`src/rtl/jtag_host_ctrl_pkg.sv`:
```
// Shared definitions for the JTAG host controller and its TAP next-state function.
// - DW / LW        : maximum scan length in bits and the width of the LEN field
// - tap_state_e    : 16-state TAP encoding, identical to the target-side decoder
// - seq_state_e    : host sequencer states
// - RstCnt         : countdown start for the TMS-only reset walk
package jtag_host_ctrl_pkg;

    localparam int unsigned DW = 32;
    localparam int unsigned LW = $clog2(DW);

    typedef enum logic [3:0] {
        TapTlr     = 4'd0,
        TapRti     = 4'd1,
        TapSelDr   = 4'd2,
        TapSelIr   = 4'd3,
        TapCapDr   = 4'd4,
        TapShDr    = 4'd5,
        TapEx1Dr   = 4'd6,
        TapPauseDr = 4'd7,
        TapEx2Dr   = 4'd8,
        TapUpDr    = 4'd9,
        TapCapIr   = 4'd10,
        TapShIr    = 4'd11,
        TapEx1Ir   = 4'd12,
        TapPauseIr = 4'd13,
        TapEx2Ir   = 4'd14,
        TapUpIr    = 4'd15
    } tap_state_e;

    typedef enum logic [2:0] {
        StRstSeq,
        StIdle,
        StPre,
        StShift,
        StPost
    } seq_state_e;

    // Five TMS=1 cycles, one TMS=0 cycle, then DONE: counts 5..2 -> 1, 1 -> 0, 0 -> done.
    localparam logic [LW-1:0] RstCnt = LW'(5);

endpackage

```
`src/rtl/jtag_host_ctrl_if.sv`:
```
// Command and pin bundle of the JTAG host controller.
// - start/ir_sel/len/data_in/tap_rst : scan or reset request from the command source
// - tdo                              : target serial output
// - tms/tdi                          : registered pins to the target
// - busy/done/data_out/tap_state     : status, captured TDO bits, modelled TAP state
// master: command source / pin environment; slave: the controller.
interface jtag_host_ctrl_if;
    import jtag_host_ctrl_pkg::*;

    logic          start;
    logic          ir_sel;
    logic [LW-1:0] len;
    logic [DW-1:0] data_in;
    logic          tap_rst;
    logic          tdo;
    logic          tms;
    logic          tdi;
    logic          busy;
    logic          done;
    logic [DW-1:0] data_out;
    logic [3:0]    tap_state;

    modport master (
        output start, ir_sel, len, data_in, tap_rst, tdo,
        input  tms, tdi, busy, done, data_out, tap_state
    );

    modport slave (
        input  start, ir_sel, len, data_in, tap_rst, tdo,
        output tms, tdi, busy, done, data_out, tap_state
    );

endinterface

```
`src/rtl/jtag_tap_next.sv`:
```
// Combinational IEEE 1149.1 TAP next-state function.
// - state_i : current TAP state
// - tms_i   : TMS sampled on the coming TCK rising edge
// - state_o : TAP state after that edge
module jtag_tap_next
    import jtag_host_ctrl_pkg::*;
(
    input  tap_state_e state_i,
    input  logic       tms_i,
    output tap_state_e state_o
);

    always_comb begin
        state_o = TapTlr;
        unique case (state_i)
            TapTlr:     state_o = tms_i ? TapTlr   : TapRti;
            TapRti:     state_o = tms_i ? TapSelDr : TapRti;
            TapSelDr:   state_o = tms_i ? TapSelIr : TapCapDr;
            TapSelIr:   state_o = tms_i ? TapTlr   : TapCapIr;
            TapCapDr:   state_o = tms_i ? TapEx1Dr : TapShDr;
            TapShDr:    state_o = tms_i ? TapEx1Dr : TapShDr;
            TapEx1Dr:   state_o = tms_i ? TapUpDr  : TapPauseDr;
            TapPauseDr: state_o = tms_i ? TapEx2Dr : TapPauseDr;
            TapEx2Dr:   state_o = tms_i ? TapUpDr  : TapShDr;
            TapUpDr:    state_o = tms_i ? TapSelDr : TapRti;
            TapCapIr:   state_o = tms_i ? TapEx1Ir : TapShIr;
            TapShIr:    state_o = tms_i ? TapEx1Ir : TapShIr;
            TapEx1Ir:   state_o = tms_i ? TapUpIr  : TapPauseIr;
            TapPauseIr: state_o = tms_i ? TapEx2Ir : TapPauseIr;
            TapEx2Ir:   state_o = tms_i ? TapUpIr  : TapShIr;
            TapUpIr:    state_o = tms_i ? TapSelDr : TapRti;
        endcase
    end

endmodule

```
`src/rtl/jtag_host_ctrl.sv`:
```
// JTAG host controller: turns one "scan N bits into IR or DR" request (or a TAP reset
// request) into the TMS/TDI walk, captures TDO and tracks the target TAP state.
// - tck_i  : JTAG clock, all logic on the rising edge
// - rst_i  : synchronous active-high reset; restarts the TMS reset walk
// - bus_if : command, status and pin bundle (slave side)
module jtag_host_ctrl
    import jtag_host_ctrl_pkg::*;
(
    input  logic tck_i,
    input  logic rst_i,
    jtag_host_ctrl_if.slave bus_if
);

    seq_state_e    st_q, st_d;
    tap_state_e    tap_q, tap_d;
    logic [LW-1:0] cnt_q, cnt_d;
    logic [LW-1:0] cap_q, cap_d;
    logic          ir_q, ir_d;
    logic [LW-1:0] len_q, len_d;
    logic [DW-1:0] sh_q, sh_d;
    logic [DW-1:0] dout_q, dout_d;
    logic          tms_q, tms_d;
    logic          tdi_q, tdi_d;
    logic          done_q, done_d;
    logic          acc_rst, acc_scan;

    // TAP model advances on the TMS that was on the pin during the cycle just ending.
    jtag_tap_next u_tap_next (
        .state_i (tap_q),
        .tms_i   (tms_q),
        .state_o (tap_d)
    );

    // TAP_RST has priority over START when both arrive together.
    assign acc_rst  = (st_q == StIdle) && bus_if.tap_rst;
    assign acc_scan = (st_q == StIdle) && !bus_if.tap_rst && bus_if.start && (tap_q == TapRti);

    always_ff @(posedge tck_i) begin
        if (rst_i) begin
            st_q   <= StRstSeq;
            tap_q  <= TapTlr;
            cnt_q  <= RstCnt;
            cap_q  <= '0;
            ir_q   <= 1'b0;
            len_q  <= '0;
            sh_q   <= '0;
            dout_q <= '0;
            tms_q  <= 1'b1;
            tdi_q  <= 1'b0;
            done_q <= 1'b0;
        end else begin
            st_q   <= st_d;
            tap_q  <= tap_d;
            cnt_q  <= cnt_d;
            cap_q  <= cap_d;
            ir_q   <= ir_d;
            len_q  <= len_d;
            sh_q   <= sh_d;
            dout_q <= dout_d;
            tms_q  <= tms_d;
            tdi_q  <= tdi_d;
            done_q <= done_d;
        end
    end

    // Sequencer next state, counters, shift and capture registers.
    always_comb begin
        st_d   = st_q;
        cnt_d  = cnt_q;
        cap_d  = cap_q;
        ir_d   = ir_q;
        len_d  = len_q;
        sh_d   = sh_q;
        dout_d = dout_q;
        unique case (st_q)
            StRstSeq: begin
                if (cnt_q == '0) st_d = StIdle;
                else             cnt_d = cnt_q - LW'(1);
            end
            StIdle: begin
                if (acc_rst) begin
                    st_d  = StRstSeq;
                    cnt_d = RstCnt;
                end else if (acc_scan) begin
                    st_d   = StPre;
                    ir_d   = bus_if.ir_sel;
                    len_d  = bus_if.len;
                    sh_d   = bus_if.data_in;
                    // Remaining preamble cycles after the first TMS=1 driven now.
                    cnt_d  = bus_if.ir_sel ? LW'(2) : LW'(1);
                    cap_d  = '0;
                    dout_d = '0;
                end
            end
            StPre: begin
                if (cnt_q == '0) begin
                    st_d  = StShift;
                    cnt_d = len_q;
                end else begin
                    cnt_d = cnt_q - LW'(1);
                end
            end
            StShift: begin
                sh_d = sh_q >> 1;
                if (cnt_q == '0) begin
                    st_d  = StPost;
                    cnt_d = LW'(2);
                end else begin
                    cnt_d = cnt_q - LW'(1);
                end
            end
            StPost: begin
                if (cnt_q == '0) st_d = StIdle;
                else             cnt_d = cnt_q - LW'(1);
            end
            default: st_d = StRstSeq;
        endcase
        if ((tap_q == TapShIr) || (tap_q == TapShDr)) begin
            dout_d[cap_q] = bus_if.tdo;
            cap_d         = cap_q + LW'(1);
        end
    end

    // Pin values for the next cycle and the DONE pulse.
    always_comb begin
        tms_d  = 1'b0;
        tdi_d  = 1'b0;
        done_d = 1'b0;
        unique case (st_q)
            StRstSeq: begin
                tms_d  = (cnt_q > LW'(1));
                done_d = (cnt_q == '0);
            end
            StIdle:  tms_d = acc_rst || acc_scan;
            StPre:   tms_d = ir_q && (cnt_q == LW'(2));
            StShift: begin
                tms_d = (cnt_q == '0);
                tdi_d = sh_q[0];
            end
            StPost: begin
                tms_d  = (cnt_q == LW'(2));
                done_d = (cnt_q == '0);
            end
            default: tms_d = 1'b1;
        endcase
    end

    assign bus_if.tms       = tms_q;
    assign bus_if.tdi       = tdi_q;
    assign bus_if.busy      = (st_q != StIdle);
    assign bus_if.done      = done_q;
    assign bus_if.data_out  = dout_q;
    assign bus_if.tap_state = tap_q;

endmodule
```
`src/flat_wrapper.sv`:
```
// flat-port wrapper written by rule: the top's interface ports become plain ports
module jtag_host_ctrl_flat import jtag_host_ctrl_pkg::*;
  (tck_i, rst_i, bus_if_start, bus_if_ir_sel, bus_if_len, bus_if_data_in, bus_if_tap_rst, bus_if_tdo, bus_if_tms, bus_if_tdi, bus_if_busy, bus_if_done, bus_if_data_out, bus_if_tap_state);
  jtag_host_ctrl_if bus_if_i ();
  input  logic tck_i;
  input  logic rst_i;
  input wire logic [$bits(bus_if_i.start)-1:0] bus_if_start;
  input wire logic [$bits(bus_if_i.ir_sel)-1:0] bus_if_ir_sel;
  input wire logic [$bits(bus_if_i.len)-1:0] bus_if_len;
  input wire logic [$bits(bus_if_i.data_in)-1:0] bus_if_data_in;
  input wire logic [$bits(bus_if_i.tap_rst)-1:0] bus_if_tap_rst;
  input wire logic [$bits(bus_if_i.tdo)-1:0] bus_if_tdo;
  output wire logic [$bits(bus_if_i.tms)-1:0] bus_if_tms;
  output wire logic [$bits(bus_if_i.tdi)-1:0] bus_if_tdi;
  output wire logic [$bits(bus_if_i.busy)-1:0] bus_if_busy;
  output wire logic [$bits(bus_if_i.done)-1:0] bus_if_done;
  output wire logic [$bits(bus_if_i.data_out)-1:0] bus_if_data_out;
  output wire logic [$bits(bus_if_i.tap_state)-1:0] bus_if_tap_state;
  assign bus_if_i.start = bus_if_start;
  assign bus_if_i.ir_sel = bus_if_ir_sel;
  assign bus_if_i.len = bus_if_len;
  assign bus_if_i.data_in = bus_if_data_in;
  assign bus_if_i.tap_rst = bus_if_tap_rst;
  assign bus_if_i.tdo = bus_if_tdo;
  assign bus_if_tms = bus_if_i.tms;
  assign bus_if_tdi = bus_if_i.tdi;
  assign bus_if_busy = bus_if_i.busy;
  assign bus_if_done = bus_if_i.done;
  assign bus_if_data_out = bus_if_i.data_out;
  assign bus_if_tap_state = bus_if_i.tap_state;
  jtag_host_ctrl u_core (.tck_i(tck_i), .rst_i(rst_i), .bus_if(bus_if_i));
endmodule
```
`config.mk`:
```
export PLATFORM = sky130hd
export DESIGN_NAME = jtag_host_ctrl_flat
export DESIGN_NICKNAME = d
export VERILOG_FILES = /design/src/rtl/jtag_host_ctrl_pkg.sv /design/src/rtl/jtag_host_ctrl_if.sv /design/src/rtl/jtag_tap_next.sv /design/src/rtl/jtag_host_ctrl.sv /design/src/flat_wrapper.sv
export SDC_FILE = /design/constraint.sdc
export NUM_CORES = 1
export LEC_CHECK = 0
export ABC_AREA = 1
export CORE_UTILIZATION = 24
export DETAILED_ROUTE_END_ITERATION = 8
export PLACE_DENSITY_LB_ADDON = 0.2
export SLEW_MARGIN = 25
export SYNTH_ARGS = -nofsm -noshare
export SYNTH_HDL_FRONTEND = slang
export SYNTH_SLANG_ARGS = --single-unit
```
`constraint.sdc`:
```
create_clock -name tck_i -period 2.2 [get_ports tck_i]
set_clock_uncertainty 0.2 [all_clocks]
set_input_delay 0.66 -clock tck_i [delete_from_list [all_inputs] [get_ports tck_i]]
set_output_delay 0.66 -clock tck_i [all_outputs]
set_load 0.01 [all_outputs]
```
==> qor.csv, run 1 <==
stage,metric,value,unit
status,status,"complete, no violations",
floorplanning,die_w,141,µm
critical_path,critPathBufInv,1,
route,routedWlPerCell,12.4,µm
critical_path,start_kind,register,
critical_path,critPathTopFamily,buffers and inverters,
critical_path,crit_path_top_delay_cell,clkdlybuf4s50_1,
yosys,ys_seq_elements,90,
cts,clk_path_buf_depth,2,
critical_path,ff2ff_setup_slack,0.32,ns
yosys,syn_avg_cell_area,6.56,µm²
yosys,synth_largest_area_cell,dfxtp_1,
hold_path,hold_class,reg -> reg,
final_layout,diodes,0,
timing,rsz0062_at_grt,false,
critical_path,path_cells,clkdlybuf4s50_1,
yosys,synth_edf_count,0,
power_and_ir_drop,ir_drop,0.372,mV
floorplanning,start_util,0.246,
yosys,syn_area,4620,µm²
yosys,ys_top_cells_by_count,"nand2_1 (253), nor2_1 (119), dfxtp_1 (90)",
route,first_pass_iters,4,
timing,worst_pin_slew,0.523,ns
place,dpl.hpwl,8460,µm
cts,ctsResizeCount,7,
yosys,synth_top_area_frac,0.390,
cts,cts_setup_buffers,0,
yosys,async_flop_share,0,
power_and_ir_drop,p_total,0.00513,W
yosys,synth_cell_types,32,
grt,overflow,0,
floorplanning,row_count,50,
critical_path,criticalPathCategory,reg -> out,
timing,setup_viol,0,
route,routed_wirelength,12700,µm
critical_path,crit_fanout,8,
run,cap_violations,0,
cts,clock_latency,0.36,ns
final_layout,syn_to_final_growth,30.8,%
yosys,yosysSeqAreaShare,0.390,
yosys,synth.area.top_cells,"dfxtp_1 (39%), nand2_1 (21%), nor2_1 (9.7%)",
yosys,synth_ff_type,dfxtp_1,
floorplanning,die_h,141,µm
cts,root_buffer,clkbuf_16,
critical_path,endpoint_kind,output pin,
timing,maxSlewViolCount,0,
place,gp_congestion,0.830,
floorplanning,io_pins,83,
critical_path,max_stage_delay,0.54,ns
timing,fin_ws,0.0426,ns
yosys,yosys_warnings,0,
route,antenna_left,0,
route,post-route-drc-count,0,
power_and_ir_drop,power_density,848,nW/µm²
cts,cts_tree,done,
final_layout,nNetsFinal,835,
timing,hold_viol_final,0,
floorplanning,dieArea,19800,µm²
cts,numCtsBuffers,9,
power_and_ir_drop,cellLeakagePower,2.56,nW
grt,grt_max_degree,45,
grt,antenna_found_initial,0,
place,post-place-ws,-0.0724,ns
grt,grt_pass1_vias,4086,
critical_path,cp.arrival,1.30,ns
grt,grt_usage,0.132,
floorplanning,core,18800,µm²
yosys,syn_inst,705,
route,via_per_inst,4.35,
place,port_buffers,82,
yosys,syn_nets,755,
critical_path,cp.required,1.34,ns
cts,holdBufCountCts,0,
cts,clock_sinks,90,
cts,htree_num_levels,3,
final_layout,drive_gt1_frac,0.0911,
route,drtIter0Drc,229,
route,dr_total_vias,4451,
cts,clk_pin_slew,0.08,ns
timing,layout_min_cycle_time,2.16,ns
timing,fmax,464,MHz
grt,grt_pass1_wl,20700,µm
timing,min_period_over_period,0.981,
yosys,yosysMostFrequentCell,nand2_1,
timing,slew_headroom,0.648,
power breakdown:
group	internal (W)	leakage, nW	switching [W]
clock	0.000801	0.142	0.000768
combinational	0.000621	1.69	0.000965
sequential	0.00182	0.730	0.000155
per-stage QoR:
step | hold WS (ns) | util | cells | instance area (µm²) | TNS [ns]
5_1_grt | 0.278 | 0.322 | 1024 | 6050 | 0
2_1_floorplan | 0.223 | - | 705 | 4620 | 0
3_3_place_gp | 0.241 | 0.306 | 1008 | 5740 | -2.72
3_5_place_dp | 0.245 | 0.306 | 1008 | 5740 | -3.19
6_report | 0.254 | 0.322 | 1024 | 6050 | 0
4_1_cts | 0.257 | 0.322 | 1024 | 6040 | 0
registers in the layout (all words and copies together), names as in the netlist:
signal / cells
u_core.len_q: 5
u_core.st_q: 3
u_core.bus_if.data_out: 32
u_core.bus_if.done: 1
u_core.sh_q: 32
u_core.bus_if.tap_state: 4
u_core.ir_q: 1
u_core.cap_q: 5
u_core.cnt_q: 5
u_core.bus_if.tdi: 1
u_core.bus_if.tms: 1
logic make-up (layout without fill, tap and decap cells):
kind of cell	Yosys count	in the layout	share of synthesized area
xor+xnor	2	2	0.00379
flops	90	90	0.390
fa+ha+maj	7	7	0.0189
buf+inv	74	159	0.0804
compound gates	77	77	0.0877
simple gates	455	455	0.419
metal layers:
metal,global-route usage,wire (µm),up-vias,part of all wire
li1,-,-,2387,-
met1,0.172,6390,1977,0.50
met2,0.210,5580,75,0.44
met3,0.0319,512,12,0.040
met4,0.0492,182,0,0.014
met5,0,0,-,0
cell type report:
cell class	count	area, µm²
sequential	90	1810
inverter	42	158
timing repair buffer	101	1030
multi-input combinational	541	2460
clock inverter	7	67.6
fill	2068	12700
tap	234	293
clock buffer	9	225
placed cells by master (no fill, tap or decap), types with 3 or more instances in the layout:
cell,synthesis,final
nand2_1,253,253
nor2_1,119,119
dfxtp_1,90,86
clkdlybuf4s50_1,0,79
nand3_1,39,39
o21ai_0,38,38
inv_1,36,36
a21oi_1,21,21
nor3_1,15,15
buf_4,2,13
nand3_2,12,11
o21ai_1,10,10
clkbuf_16,0,9
nor2_4,7,7
ha_1,7,7
inv_2,6,6
buf_12,0,6
o211ai_1,3,3
nand4_1,3,3
inv_8,0,3
path summary, 6_finish.rpt:
check / start / end / cells after the start
max: u_core.bus_if.tap_state[3] / bus_if_tap_state[3] / 1
min reg2reg: u_core.len_q[0] / u_core.len_q[0] / 2
min: u_core.len_q[0] / u_core.len_q[0] / 2
max reg2reg: u_core.cnt_q[0] / u_core.cnt_q[1] / 10
No activity file was read; power rests on OpenSTA's default activity.
==> run 2: changes to the inputs <==
--- a/config.mk
+++ b/config.mk
@@ -12,4 +12,5 @@
 export SLEW_MARGIN = 25
 export SYNTH_ARGS = -nofsm -noshare
 export SYNTH_HDL_FRONTEND = slang
+export SYNTH_HIERARCHICAL = 1
 export SYNTH_SLANG_ARGS = --single-unit
==> run 2 against run 1 <==
Against the previous run: combinational power fell by 38%; synthesized area increased by 6.2%; non-clock buffer count grew 7; total power shrank 14%; sequential power down 10%; count of clock-buffer cells in the layout up 2; fmax is 0.36% higher; synthesized cell count up 6.5%; wire length grew 3.0%; cell count grew 8.2%; first-iteration DRC count is 24% higher; sequential share of layout area shrank 1.8 points; critical path type unchanged.
==> qor.csv, run 2 <==
stage,metric,value,unit,change
yosys,synth_ff_type,dfxtp_1,,
final_layout,design_area,6400,µm²,+5.9%
place,dp.cells,1092,,+8.3%
floorplanning,die_h,145,µm,+3.0%
floorplanning,io_pins,83,,unchanged
yosys,synth_largest_area_cell,dfxtp_1,,
timing,min_period_over_period,0.977,,-0.00353
yosys,synth_edf_count,0,,unchanged
hold_path,hold_class,reg -> reg,,
critical_path,start_kind,register,,
yosys,synth_cell_types,35,,+9.4%
place,gp_congestion,0.799,,-3.8%
cts,root_buffer,clkbuf_16,,
final_layout,nNetsFinal,889,,+6.5%
grt,grt_usage,0.127,,-0.00476
timing,slew_headroom,0.647,,-0.00116
final_layout,layout_common_cells,"nand2_1 (262), nor2_1 (94), dfxtp_1 (88), clkdlybuf4s50_1 (80), inv_1 (65)",,
floorplanning,die_w,145,µm,+3.0%
critical_path,cp.required,1.34,ns,about the same
route,post-route-drc-count,0,,unchanged
floorplanning,dieArea,21000,µm²,+6.1%
grt,grt_max_degree,56,,+24%
critical_path,ff2ff_setup_slack,0.37,ns,+0.05 ns
route,routed_wirelength,13000,µm,+3.0%
final_layout,syn_to_final_growth,30.4,%,
critical_path,worstRegToRegCells,10,,unchanged
yosys,ys_top_cells_by_count,"nand2_1 (262), nor2_1 (94), dfxtp_1 (90)",,
final_layout,drive_gt1_frac,0.135,,+0.0441
yosys,async_flop_share,0,,unchanged
floorplanning,start_util,0.248,,+0.00186
timing,fmax,465,MHz,+0.36%
critical_path,endpoint_kind,output pin,,
grt,antenna_found_initial,0,,unchanged
route,drtIter0Drc,284,,+24%
timing,layout_min_cycle_time,2.15,ns,-0.00776 ns
yosys,yosysMostFrequentCell,nand2_1,,
critical_path,criticalPathCategory,reg -> out,,
yosys,syn_inst,751,,+6.5%
critical_path,worstReg2RegEnd,u_core/cnt_q[1],,
critical_path,critPathBufInv,1,,unchanged
yosys,synth.area.top_cells,"dfxtp_1 (37%), nand2_1 (20%), nor2_1 (7.2%)",,
yosys,syn_avg_cell_area,6.54,µm²,-0.31%
cts,clk_pin_slew,0.07,ns,about the same
place,dpl.hpwl,9190,µm,+8.6%
route,routedWlPerCell,11.8,µm,-4.8%
route,first_pass_iters,4,,unchanged
timing,maxSlewViolCount,0,,unchanged
hold_path,holdCritStartpoint,u_core/sh_q[0],,
grt,grt_pass1_vias,4257,,+4.2%
yosys,yosys_warnings,6,,+6
floorplanning,core,19800,µm²,+5.4%
route,via_per_inst,4.11,,-5.4%
yosys,syn_area,4910,µm²,+6.2%
critical_path,critPathTopFamily,buffers and inverters,,
cts,htree_num_levels,3,,unchanged
timing,rsz0062_at_grt,false,,
hold_path,hold_path_end,u_core/bus_if.tdi,,
final_layout,diodes,0,,unchanged
place,placed_area,6080,µm²,+6.0%
cts,cts_setup_buffers,0,,unchanged
timing,setup_viol,0,,unchanged
cts,clock_sinks,90,,unchanged
grt,grt_pass1_wl,21600,µm,+4.6%
critical_path,path_cells,clkdlybuf4s50_1,,
critical_path,cp.arrival,1.29,ns,about the same
route,dr_total_vias,4557,,+2.4%
hold_path,hold_depth,2,,unchanged
power_and_ir_drop,cellLeakagePower,2.77,nW,+8.2%
critical_path,max_stage_delay,0.61,ns,+0.07 ns
yosys,yosysSeqAreaShare,0.367,,-0.0227
yosys,ys_seq_elements,90,,unchanged
final_layout,mostFrequentLayoutCell,nand2_1,,
power_and_ir_drop,power_density,693,nW/µm²,-18%
critical_path,r2r-start,u_core/cnt_q[0],,
grt,overflow,0,,unchanged
critical_path,crit_path_top_delay_cell,clkdlybuf4s50_1,,
final_layout,post-route-util,0.324,,+0.00139
critical_path,crit_fanout,2,,-6
status,status,"complete, no violations",,
timing,hold_viol_final,0,,unchanged
cts,clock_latency,0.34,ns,-0.02 ns
place,port_buffers,82,,unchanged
yosys,synth_top_area_frac,0.367,,-0.0227
cts,clk_path_buf_depth,2,,unchanged
floorplanning,row_count,51,,+2.0%
yosys,syn_nets,802,,+6.2%
cts,numCtsBuffers,9,,unchanged
cts,cts_tree,done,,
timing,worst_pin_slew,0.525,ns,+0.00172 ns
power_and_ir_drop,ir_drop,0.335,mV,-10%
final_layout,fin_cells,1108,,+8.2%
run,cap_violations,0,,unchanged
route,antenna_left,0,,unchanged
==> run 2: layer usage <==
metal,global-route usage,wire (µm),share of wire
met1,0.173,6750,0.52
met2,0.201,5760,0.44
met3,0.0327,427,0.033
met4,0.0261,101,0.0077
met5,0,0,0
==> run 2: cells by family (layout without fill, tap and decap cells) <==
kind of cell / after synthesis / in the layout / synth area share
simple gates: 440 / 440 / 0.395
buf+inv: 110 / 202 / 0.109
compound gates: 101 / 101 / 0.106
flops: 90 / 90 / 0.367
fa+ha+maj: 8 / 8 / 0.0204
xor+xnor: 2 / 2 / 0.00357
==> run 2: final cells by class <==
type	instances	area, µm²
Clock buffer	11	253
Fill cell	2175	13400
Tap cell	265	332
Sequential cell	90	1800
Timing Repair Buffer	108	1070
Multi-Input combinational cell	551	2570
Inverter	78	303
Clock inverter	5	67.6
==> run 2: per-stage QoR <==
step	setup TNS [ns]	hold WS [ns]	worst slack, ns	total power (W)
3_3_place_gp	-7.03	0.244	-0.143	0.00281
5_1_grt	0	0.266	0.000211	0.00473
4_1_cts	0	0.252	0.00867	0.00452
3_5_place_dp	-6.78	0.241	-0.130	0.00280
2_1_floorplan	0	0.222	0.474	0.00248
6_report	0	0.247	0.0503	0.00444
==> run 2: worst max path at each step <==
stage                                    start                  end  cells after the start
finish              u_core/bus_if.data_out[31]  bus_if_data_out[31]                      1
CTS                 u_core/bus_if.data_out[31]  bus_if_data_out[31]                      1
global route        u_core/bus_if.data_out[31]  bus_if_data_out[31]                      1
global placement                  bus_if_start       u_core/sh_q[0]                      8
detailed placement                bus_if_start       u_core/sh_q[0]                      8
floorplan                         bus_if_start      u_core/sh_q[10]                      8
==> run 2: where the power goes <==
group	internal, W	total [W]	switching [W]
Clock	0.000962	0.00168	0.000715
Sequential	0.00170	0.00177	0.0000695
Combinational	0.000414	0.000985	0.000572
==> run 2: tightest hold or removal path, cell delays in order (launching register included) <==
cell and delay [ns]:
dfxtp_1 0.31, nand2_1 0.06, nor2_1 0.04
==> run 2: what timing repair did <==
action | in CTS | in global routing
hold buffers | 0 | 0
hold endpoints to repair | 0 | 0
gates resized for setup | 3 | 1
setup endpoints to repair | 2 | 1
